**src/rtl/modulator_pkg.sv**
```systemverilog
// rtl/modulator_pkg.sv - shared types and chip mapping for the QPSK modulator path
package modulator_pkg;

    typedef enum logic [1:0] {EMIT_IDLE, EMIT_SYM, EMIT_ZERO} emit_state_t;

    typedef struct packed {
        logic q;
        logic i;
    } qpsk_sym_t;

    // Chip 0 maps to +amp and chip 1 to -amp; callers truncate to their sample width.
    function automatic logic signed [31:0] map_chip(input logic chip, input logic signed [31:0] amp);
        return chip ? -amp : amp;
    endfunction

endpackage

```
**src/rtl/qpsk_mapper_sym_fifo.sv**
```systemverilog
// rtl/qpsk_mapper_sym_fifo.sv - small synchronous FIFO of QPSK symbols with drop indication
module sym_fifo
    import modulator_pkg::*;
#(
    parameter int DEPTH = 4
) (
    input  logic                       clk,
    input  logic                       rst_n,
    input  logic                       push,
    input  qpsk_sym_t                  push_data,
    input  logic                       pop,
    output qpsk_sym_t                  pop_data,
    output logic [$clog2(DEPTH):0]     level,
    output logic                       drop
);

    localparam int AW = $clog2(DEPTH);
    localparam int LW = AW + 1;

    qpsk_sym_t       mem [DEPTH];
    logic [AW-1:0]   wr_ptr;
    logic [AW-1:0]   rd_ptr;
    logic            pop_ok;
    logic            push_ok;

    // A pop always frees a slot, so a push at full is only dropped when no pop happens on that edge.
    assign pop_ok   = pop && (level != '0);
    assign push_ok  = push && ((level != LW'(DEPTH)) || pop_ok);
    assign drop     = push && !push_ok;
    assign pop_data = mem[rd_ptr];

    // Storage needs no reset; only pointers and level define validity.
    always_ff @(posedge clk) begin
        if (push_ok) begin
            mem[wr_ptr] <= push_data;
        end
    end

    // Pointer and occupancy bookkeeping; pointers wrap naturally since DEPTH is a power of 2.
    always_ff @(posedge clk or negedge rst_n) begin
        if (!rst_n) begin
            wr_ptr <= '0;
            rd_ptr <= '0;
            level  <= '0;
        end else begin
            if (push_ok) begin
                wr_ptr <= wr_ptr + AW'(1);
            end
            if (pop_ok) begin
                rd_ptr <= rd_ptr + AW'(1);
            end
            case ({push_ok, pop_ok})
                2'b10:   level <= level + LW'(1);
                2'b01:   level <= level - LW'(1);
                default: level <= level;
            endcase
        end
    end

endmodule

```
**src/rtl/qpsk_mapper.sv**
```systemverilog
// rtl/qpsk_mapper.sv - pairs chips into QPSK symbols, maps and zero-stuffs them onto a stream
module qpsk_mapper
    import modulator_pkg::*;
#(
    parameter int SAMPLE_WIDTH = 16,
    parameter int AMPLITUDE    = 11585,
    parameter int UPSAMPLE     = 4,
    parameter int FIFO_DEPTH   = 4
) (
    input  logic                          i_clk,
    input  logic                          i_reset,
    input  logic                          i_data,
    input  logic                          i_valid,
    output logic [2*SAMPLE_WIDTH-1:0]     o_tdata,
    output logic                          o_tvalid,
    input  logic                          i_tready,
    output logic                          o_overflow,
    output logic [$clog2(FIFO_DEPTH):0]   o_level
);

    localparam int CW = $clog2(UPSAMPLE) + 1;

    logic                        phase;
    logic                        i_chip;
    logic                        push;
    qpsk_sym_t                   push_sym;
    logic                        pop;
    qpsk_sym_t                   head;
    logic                        drop;
    logic [SAMPLE_WIDTH-1:0]     map_i;
    logic [SAMPLE_WIDTH-1:0]     map_q;
    logic [2*SAMPLE_WIDTH-1:0]   mapped;
    logic                        handshake;

    emit_state_t                 state;
    emit_state_t                 state_n;
    logic [2*SAMPLE_WIDTH-1:0]   tdata_n;
    logic                        tvalid_n;
    logic [CW-1:0]               cnt;
    logic [CW-1:0]               cnt_n;

    // Phase toggles on every chip strobe even when the symbol is dropped, keeping I/Q alignment.
    always_ff @(posedge i_clk or negedge i_reset) begin
        if (!i_reset) begin
            phase  <= 1'b0;
            i_chip <= 1'b0;
        end else if (i_valid) begin
            phase <= ~phase;
            if (!phase) begin
                i_chip <= i_data;
            end
        end
    end

    assign push       = i_valid && phase;
    assign push_sym.q = i_data;
    assign push_sym.i = i_chip;

    sym_fifo #(
        .DEPTH (FIFO_DEPTH)
    ) u_sym_fifo (
        .clk       (i_clk),
        .rst_n     (i_reset),
        .push      (push),
        .push_data (push_sym),
        .pop       (pop),
        .pop_data  (head),
        .level     (o_level),
        .drop      (drop)
    );

    // Sticky record that at least one symbol was lost to a full FIFO.
    always_ff @(posedge i_clk or negedge i_reset) begin
        if (!i_reset) begin
            o_overflow <= 1'b0;
        end else if (drop) begin
            o_overflow <= 1'b1;
        end
    end

    assign map_i     = SAMPLE_WIDTH'(map_chip(head.i, AMPLITUDE));
    assign map_q     = SAMPLE_WIDTH'(map_chip(head.q, AMPLITUDE));
    assign mapped    = {map_q, map_i};
    assign handshake = o_tvalid && i_tready;

    // Emitter state and registered stream outputs.
    always_ff @(posedge i_clk or negedge i_reset) begin
        if (!i_reset) begin
            state    <= EMIT_IDLE;
            o_tdata  <= '0;
            o_tvalid <= 1'b0;
            cnt      <= '0;
        end else begin
            state    <= state_n;
            o_tdata  <= tdata_n;
            o_tvalid <= tvalid_n;
            cnt      <= cnt_n;
        end
    end

    // Emitter next-state: symbol sample, then UPSAMPLE-1 zeros, chaining symbols without bubbles.
    always_comb begin
        state_n  = state;
        tdata_n  = o_tdata;
        tvalid_n = o_tvalid;
        cnt_n    = cnt;
        pop      = 1'b0;
        case (state)
            EMIT_IDLE: begin
                if (o_level != '0) begin
                    pop      = 1'b1;
                    tdata_n  = mapped;
                    tvalid_n = 1'b1;
                    state_n  = EMIT_SYM;
                end
            end
            EMIT_SYM: begin
                if (handshake) begin
                    if (UPSAMPLE > 1) begin
                        tdata_n = '0;
                        cnt_n   = CW'(UPSAMPLE - 2);
                        state_n = EMIT_ZERO;
                    end else if (o_level != '0) begin
                        pop     = 1'b1;
                        tdata_n = mapped;
                    end else begin
                        tdata_n  = '0;
                        tvalid_n = 1'b0;
                        state_n  = EMIT_IDLE;
                    end
                end
            end
            EMIT_ZERO: begin
                if (handshake) begin
                    if (cnt != '0) begin
                        cnt_n = cnt - CW'(1);
                    end else if (o_level != '0) begin
                        pop     = 1'b1;
                        tdata_n = mapped;
                        state_n = EMIT_SYM;
                    end else begin
                        tvalid_n = 1'b0;
                        state_n  = EMIT_IDLE;
                    end
                end
            end
            default: begin
                tdata_n  = '0;
                tvalid_n = 1'b0;
                state_n  = EMIT_IDLE;
            end
        endcase
    end

endmodule

```
**config.mk**
```make
export PLATFORM = sky130hd
export DESIGN_NAME = qpsk_mapper
export DESIGN_NICKNAME = d
export VERILOG_FILES = /design/src/rtl/modulator_pkg.sv /design/src/rtl/qpsk_mapper_sym_fifo.sv /design/src/rtl/qpsk_mapper.sv
export SDC_FILE = /design/constraint.sdc
export NUM_CORES = 1
export LEC_CHECK = 0
export ABC_AREA = 1
export BUFFER_PORTS_ARGS = -buffer_cell sky130_fd_sc_hd__buf_2
export CAP_MARGIN = 20
export CORE_ASPECT_RATIO = 0.7
export CORE_UTILIZATION = 56
export CTS_CLUSTER_DIAMETER = 120
export DETAILED_ROUTE_END_ITERATION = 8
export PLACE_DENSITY = 0.93
export SKIP_CTS_REPAIR_TIMING = 1
export SYNTH_ARGS = -nofsm -noshare
export SYNTH_HDL_FRONTEND = slang
export SYNTH_SLANG_ARGS = --single-unit
export TNS_END_PERCENT = 1
```
**constraint.sdc**
```tcl
create_clock -name i_clk -period 4.4 [get_ports i_clk]
set_input_delay 1.1 -clock i_clk [delete_from_list [all_inputs] [get_ports i_clk]]
set_output_delay 1.1 -clock i_clk [all_outputs]
set_load 0.005 [all_outputs]
```
Word-level counts from Yosys, hierarchy flattened
Memory sizes are Yosys's and may differ from the RTL's.
Index checks and enable logic that the tools add are counted.
{"block": "totals", "reg_bits": 48, "ram_bits": 8, "inputBits": 5, "word_cells": 75, "n_memories": 1}
{"block": "op_classes", "add_sub_neg": 5, "n_eq_ne": 11, "n_mux": 29, "bitwise": 2, "reduce_logical": 17}
{"memory": "u_sym_fifo.mem", "words": 4, "word_bits": 2, "read_ports": 1, "rd_ports_with_merged_regs": 0, "wr": 1, "line_no": "qpsk_mapper_sym_fifo.sv:20", "rtl": "qpsk_sym_t mem [DEPTH];"}
{"operator": "$mux 32", "count": 4}
{"operator": "$pmux 32 s3", "count": 1}
{"operator": "$mux 16", "count": 2}
{"operator": "$ne 2x2->1 const B", "count": 6}
{"operator": "$pmux 3 s2", "count": 2}
{"operator": "$mux 1", "count": 10}
{"operator": "$mux 3", "count": 3}
{"operator": "$mux 2", "count": 4}
{"operator": "$reduce_and 4->1", "count": 2}
{"operator": "$pmux 2 s3", "count": 1}
{"operator": "$reduce_bool 3->1", "count": 2}
{"operator": "$sub 3x1->3 const B", "count": 2}
{"operator": "$logic_and 1x1->1", "count": 5}
{"operator": "$reduce_and 5->1", "count": 1}
{"operator": "$add 2x1->2 const B", "count": 2}
{"operator": "$eq 2x1->1 const B", "count": 2}
{"operator": "$eq 2x2->1 const B", "count": 2}
{"operator": "$reduce_bool 2->1", "count": 2}
{"operator": "$add 3x1->3 const B", "count": 1}
{"operator": "$ne 3x3->1 const B", "count": 1}
{"operator": "$pmux 1 s3", "count": 1}
{"operator": "$reduce_and 3->1", "count": 1}
{"operator": "$logic_not 2->1", "count": 1}
{"operator": "$not 1->1", "count": 2}
{"operator": "other kinds (4)", "count": 4}

Longest topological paths before layout
{"block": "depth", "ltp_word": 10, "depth_mapped": 13, "ltp_nobuf": 13}

Hierarchy
From an unflattened synthesis, not the netlist that was laid out.
{"block": "unflattened", "hier_cells": 189, "hier_area_um2": 1651.6}
{"module": "qpsk_mapper", "instances": 1, "cells_each": 112, "area_per_inst_um2": 902.1}
{"module": "sym_fifo", "instances": 1, "cells_each": 77, "area_per_inst_um2": 749.5}

Worst setup path after synthesis
No wires, ideal clock.
{"block": "synth_path", "kind": "input port to flip-flop", "start": "input port i_tready", "end": "register u_sym_fifo.level[1]", "arrival_time_ps": 2132, "required_ps": 4278, "path_slack_ps": 2147, "cell_stages": 9, "n_path_buf": 0, "cell_sequence": "nand2_1 inv_2 nand2_1 nand2_2 nand3_2 fa_1 inv_1 nand2_1 o21ai_1"}
{"block": "synth_via", "elab_chain_len": 8, "word_cells_on_any_way": 10, "cone_classes": "eq/ne: 2; mux: 3; reduce/logical: 5"}
{"element": "start: declaration", "line_no": "qpsk_mapper.sv:16", "rtl": "input logic i_tready,"}
{"element": "$logic_and 1x1->1 (*)", "line_no": "qpsk_mapper.sv:84", "rtl": "assign handshake = o_tvalid && i_tready;"}
{"element": "$mux 1 (*)", "line_no": "qpsk_mapper.sv:134", "rtl": "if (handshake) begin"}
{"element": "$pmux 1 s2 (*)", "line_no": "qpsk_mapper.sv:108", "rtl": "case (state)"}
{"element": "$logic_and 1x1->1 (*)", "line_no": "qpsk_mapper_sym_fifo.sv:27", "rtl": "assign pop_ok = pop && (level != '0);"}
{"element": "$logic_or 1x1->1", "line_no": "qpsk_mapper_sym_fifo.sv:28", "rtl": "assign push_ok = push && ((level != LW'(DEPTH)) || pop_ok);"}
{"element": "$logic_and 1x1->1", "line_no": "qpsk_mapper_sym_fifo.sv:28"}
{"element": "$eq 2x1->1 or $eq 2x2->1 (tied branches)", "line_no": "qpsk_mapper_sym_fifo.sv:52", "rtl": "case ({push_ok, pop_ok})"}
{"element": "$pmux 3 s2 or $reduce_bool 2->1 (tied branches)"}
{"element": "end signal: assignment", "line_no": "qpsk_mapper_sym_fifo.sv:53", "rtl": "2'b10: level <= level + LW'(1);"}
{"element": "end signal: assignment", "line_no": "qpsk_mapper_sym_fifo.sv:54", "rtl": "2'b01: level <= level - LW'(1);"}
{"element": "end signal: assignment", "line_no": "qpsk_mapper_sym_fifo.sv:55", "rtl": "default: level <= level;"}
{"element": "end: declaration", "line_no": "qpsk_mapper_sym_fifo.sv:13", "rtl": "output logic [$clog2(DEPTH):0] level,"}
Mark *: on every way between the ends. The rest lies on a longest branch, timed or not.
A chain may end at the register's enable or synchronous reset.

Worst setup path in the final report
{"block": "layout_path", "start": "input port i_tready", "end": "register u_sym_fifo.level[2]"}
The elaborated chain is that of the path after synthesis.

==> run summary <==
skew final - 0.00283 ns
overall via count from detail_route - 1,143
clock tree from TritonCTS - built
Hold Vio Cnt, Final - 0
post-synthesis adder-cell area fraction - 5.86%
Max VDD drop - 0.410 mV
main combinational cell family by area after synthesis - buffers and inverters
slowest CP cell - fa_1
syn_area_per_cell - 9.18 µm²
Yosys reg bits - 29
xor/xnor cell area share of the yosys netlist - 1.62%
Num Clock Sinks - 29
CTS Buf Count - 5
post-synthesis compound-gate area fraction - 9.17%
layout cell share with drive strength beyond 1 - 34.2%
worst path cell trace - buf_2 -> nand2_1 -> inv_2 -> nand2_1 -> nand2_2 -> nand3_2 -> fa_1 -> nand2_1 -> nand2_1 -> nand2_1 -> nand2_1
CP Data Required Time - 4.57 ns
placed cell area - 1670 µm²
LEAKAGE - 0.932 nW
initial DRC count - 39
Worst R2R Setup Slack - 2.46 ns
Yosys top cell by area - dfrtp_1
Layout Area Growth over Synthesis - 7.86%
Root Buffer - clkbuf_8
fin crit share - 49.2%
RePlAce Congestion - 0.804
worst min-delay path class - reg2reg
Pwr Density - 740 nW/µm²
Max-slew headroom - 69.3%
ANT cells - 0
drt drc - 0
Post-Syn Nets - 189
met2 routed WL - 1150 µm
count leader, synth - nand2_1
row count - 15
wire per inst - 11.1 µm
crit-path most repeated cell - nand2_1
f_max - 462 MHz
Worst setup EP type - register
status - completed
Routed WL - 2580 µm
fin nets - 210
finished layout cell area - 1750 µm²
initial antenna violation count - 0
ys async rst share - 72.4%
H-tree depth - 2
worst-path fanout max - 5
main area contributors after synthesis - dfrtp_1, edfxtp_1, buf_4
PortBufs - 41
Vias/cell - 4.91
Commonest cells post-synth - nand2_1, buf_4, dfrtp_1, inv_1, o21ai_0
Synth Flop Type - dfrtp_1
full die area - 3120 µm²
DRT Pass-1 Iters - 4
Worst-path clk slew - 0.06 ns
Clock Path Buffers - 2
Cell variety after synth - 28
routed wl met3 - 140 µm
Yosys top cell area share - 32.4%
setup TNS - 0 ns
unrepaired setup endpoints after global routing - no
first-pass GRT wire length - 4030 µm
Total GRT Usage - 18.7%
global route overflow - 0
Final Slew Violations - 0
startpoint types - primary input
Arr. time, crit path - 2.34 ns
I/O Pins - 42
endpoints failing setup - 0
number of synthesized flops with an enable pin - 8
worst slew pin tran - 0.460 ns
clk_lat worst skew - 0.28 ns
Detail Placement HPWL - 2020 µm
crit-path max cell delay - 0.41 ns
largest net degree at the start of global routing - 22
Initial Util - 62.3%
Seq/Total Area, Yosys - 47.1%
mapped cell area - 1620 µm²
simple logic cell fraction of the synthesized area - 17.7%
post-route ant nets - 0
class of the most critical setup path - in2reg
number of global-route vias before repair - 926
wl on met1 - 1250 µm
max_cap viols - 0
minimum clock period - 2.17 ns
post-synthesis mux area share - 0%
die span in y - 47.1 µm
Die X - 66.4 µm
Gate Count Post-Synth - 177
core area - 2610 µm²
Yosys Warn Count - 0
uppermost layer routed - met4
[registers in the layout, summed over array words and instances (netlist names)]
name / flops
u_sym_fifo.mem: 8
phase: 1
u_sym_fifo.rd_ptr: 2
o_tdata: 5
state: 2
u_sym_fifo.wr_ptr: 2
o_overflow: 1
o_tvalid: 1
u_sym_fifo.level: 3
i_chip: 1
cnt: 3
[layout by cell type, fill, tap and decap left out, types with 2 or more instances in the layout]
cell      instances
nand2_1          31
nor2_2            3
a21oi_2           2
inv_2             4
o21ai_0          11
buf_2            41
nor2_1           10
nand3_2           3
dfrtp_1          21
nand2_2           5
a21oi_1           3
edfxtp_1          8
inv_1            21
nand3_1           5
ha_1              6
xor2_1            3
clkbuf_8          5
o21ai_1           3
clkinv_2          2
[path summary, 6_finish.rpt]
check | from | endpoint | cells past startpoint
setup / recovery | i_tready | u_sym_fifo.level[2] | 11
hold reg to reg | o_overflow | o_overflow | 1
min in group asynchronous | i_reset | cnt[0] | 1
max in group asynchronous | i_reset | i_chip | 1
setup reg to reg | cnt[0] | u_sym_fifo.level[2] | 12
hold / removal | o_overflow | o_overflow | 1
[area by class of cell]
type,count,area [µm²]
well taps,34,42.5
clock buffers,6,72.6
repair buffers,41,205
multi-input cells,95,558
clock inverters,2,10.0
inverters,26,97.6
fillers,216,857
flip-flops and latches,29,766
[through the flow]
step           hold slack (ns)  worst slack (ns)  util (%)  total power (W)  instances
6_report                 0.488              2.23      67.1          0.00130        233
3_3_place_gp             0.460              2.02      64.0          0.00106        225
3_5_place_dp             0.478              1.94      64.0          0.00110        225
2_1_floorplan            0.457              2.15         -         0.000999        177
5_1_grt                  0.498              2.15      67.1          0.00142        233
4_1_cts                  0.494              2.24      67.1          0.00131        233
[power by group]
| part | internal, W | switching (W) |
|---|---|---|
| Sequential | 0.000387 | 0.000103 |
| Clock | 0.000109 | 0.0000991 |
| Combinational | 0.000246 | 0.000351 |
[kinds of logic (layout without fill, tap and decap cells)]
family	Yosys count	after routing
AO/OA/AOI/OAI	25	25
XOR/XNOR	3	3
flip-flops	29	29
buffers and inverters	53	75
adder cells (fa/ha/maj)	7	7
AND/OR/NAND/NOR	60	60
[worst max-delay path: cells and delay by family]
kind          cells  cell delay (ns)
fa+ha+maj         1             0.41
buf+inv           2             0.17
simple gates      8             0.65
[metal layers]
layer,track usage (%),vias to the layer above
li1,-,576
met5,0,-
met3,4.85,6
met1,23.2,514
met2,29.8,47
met4,12.3,0
Power figures use the tool's default switching activity.
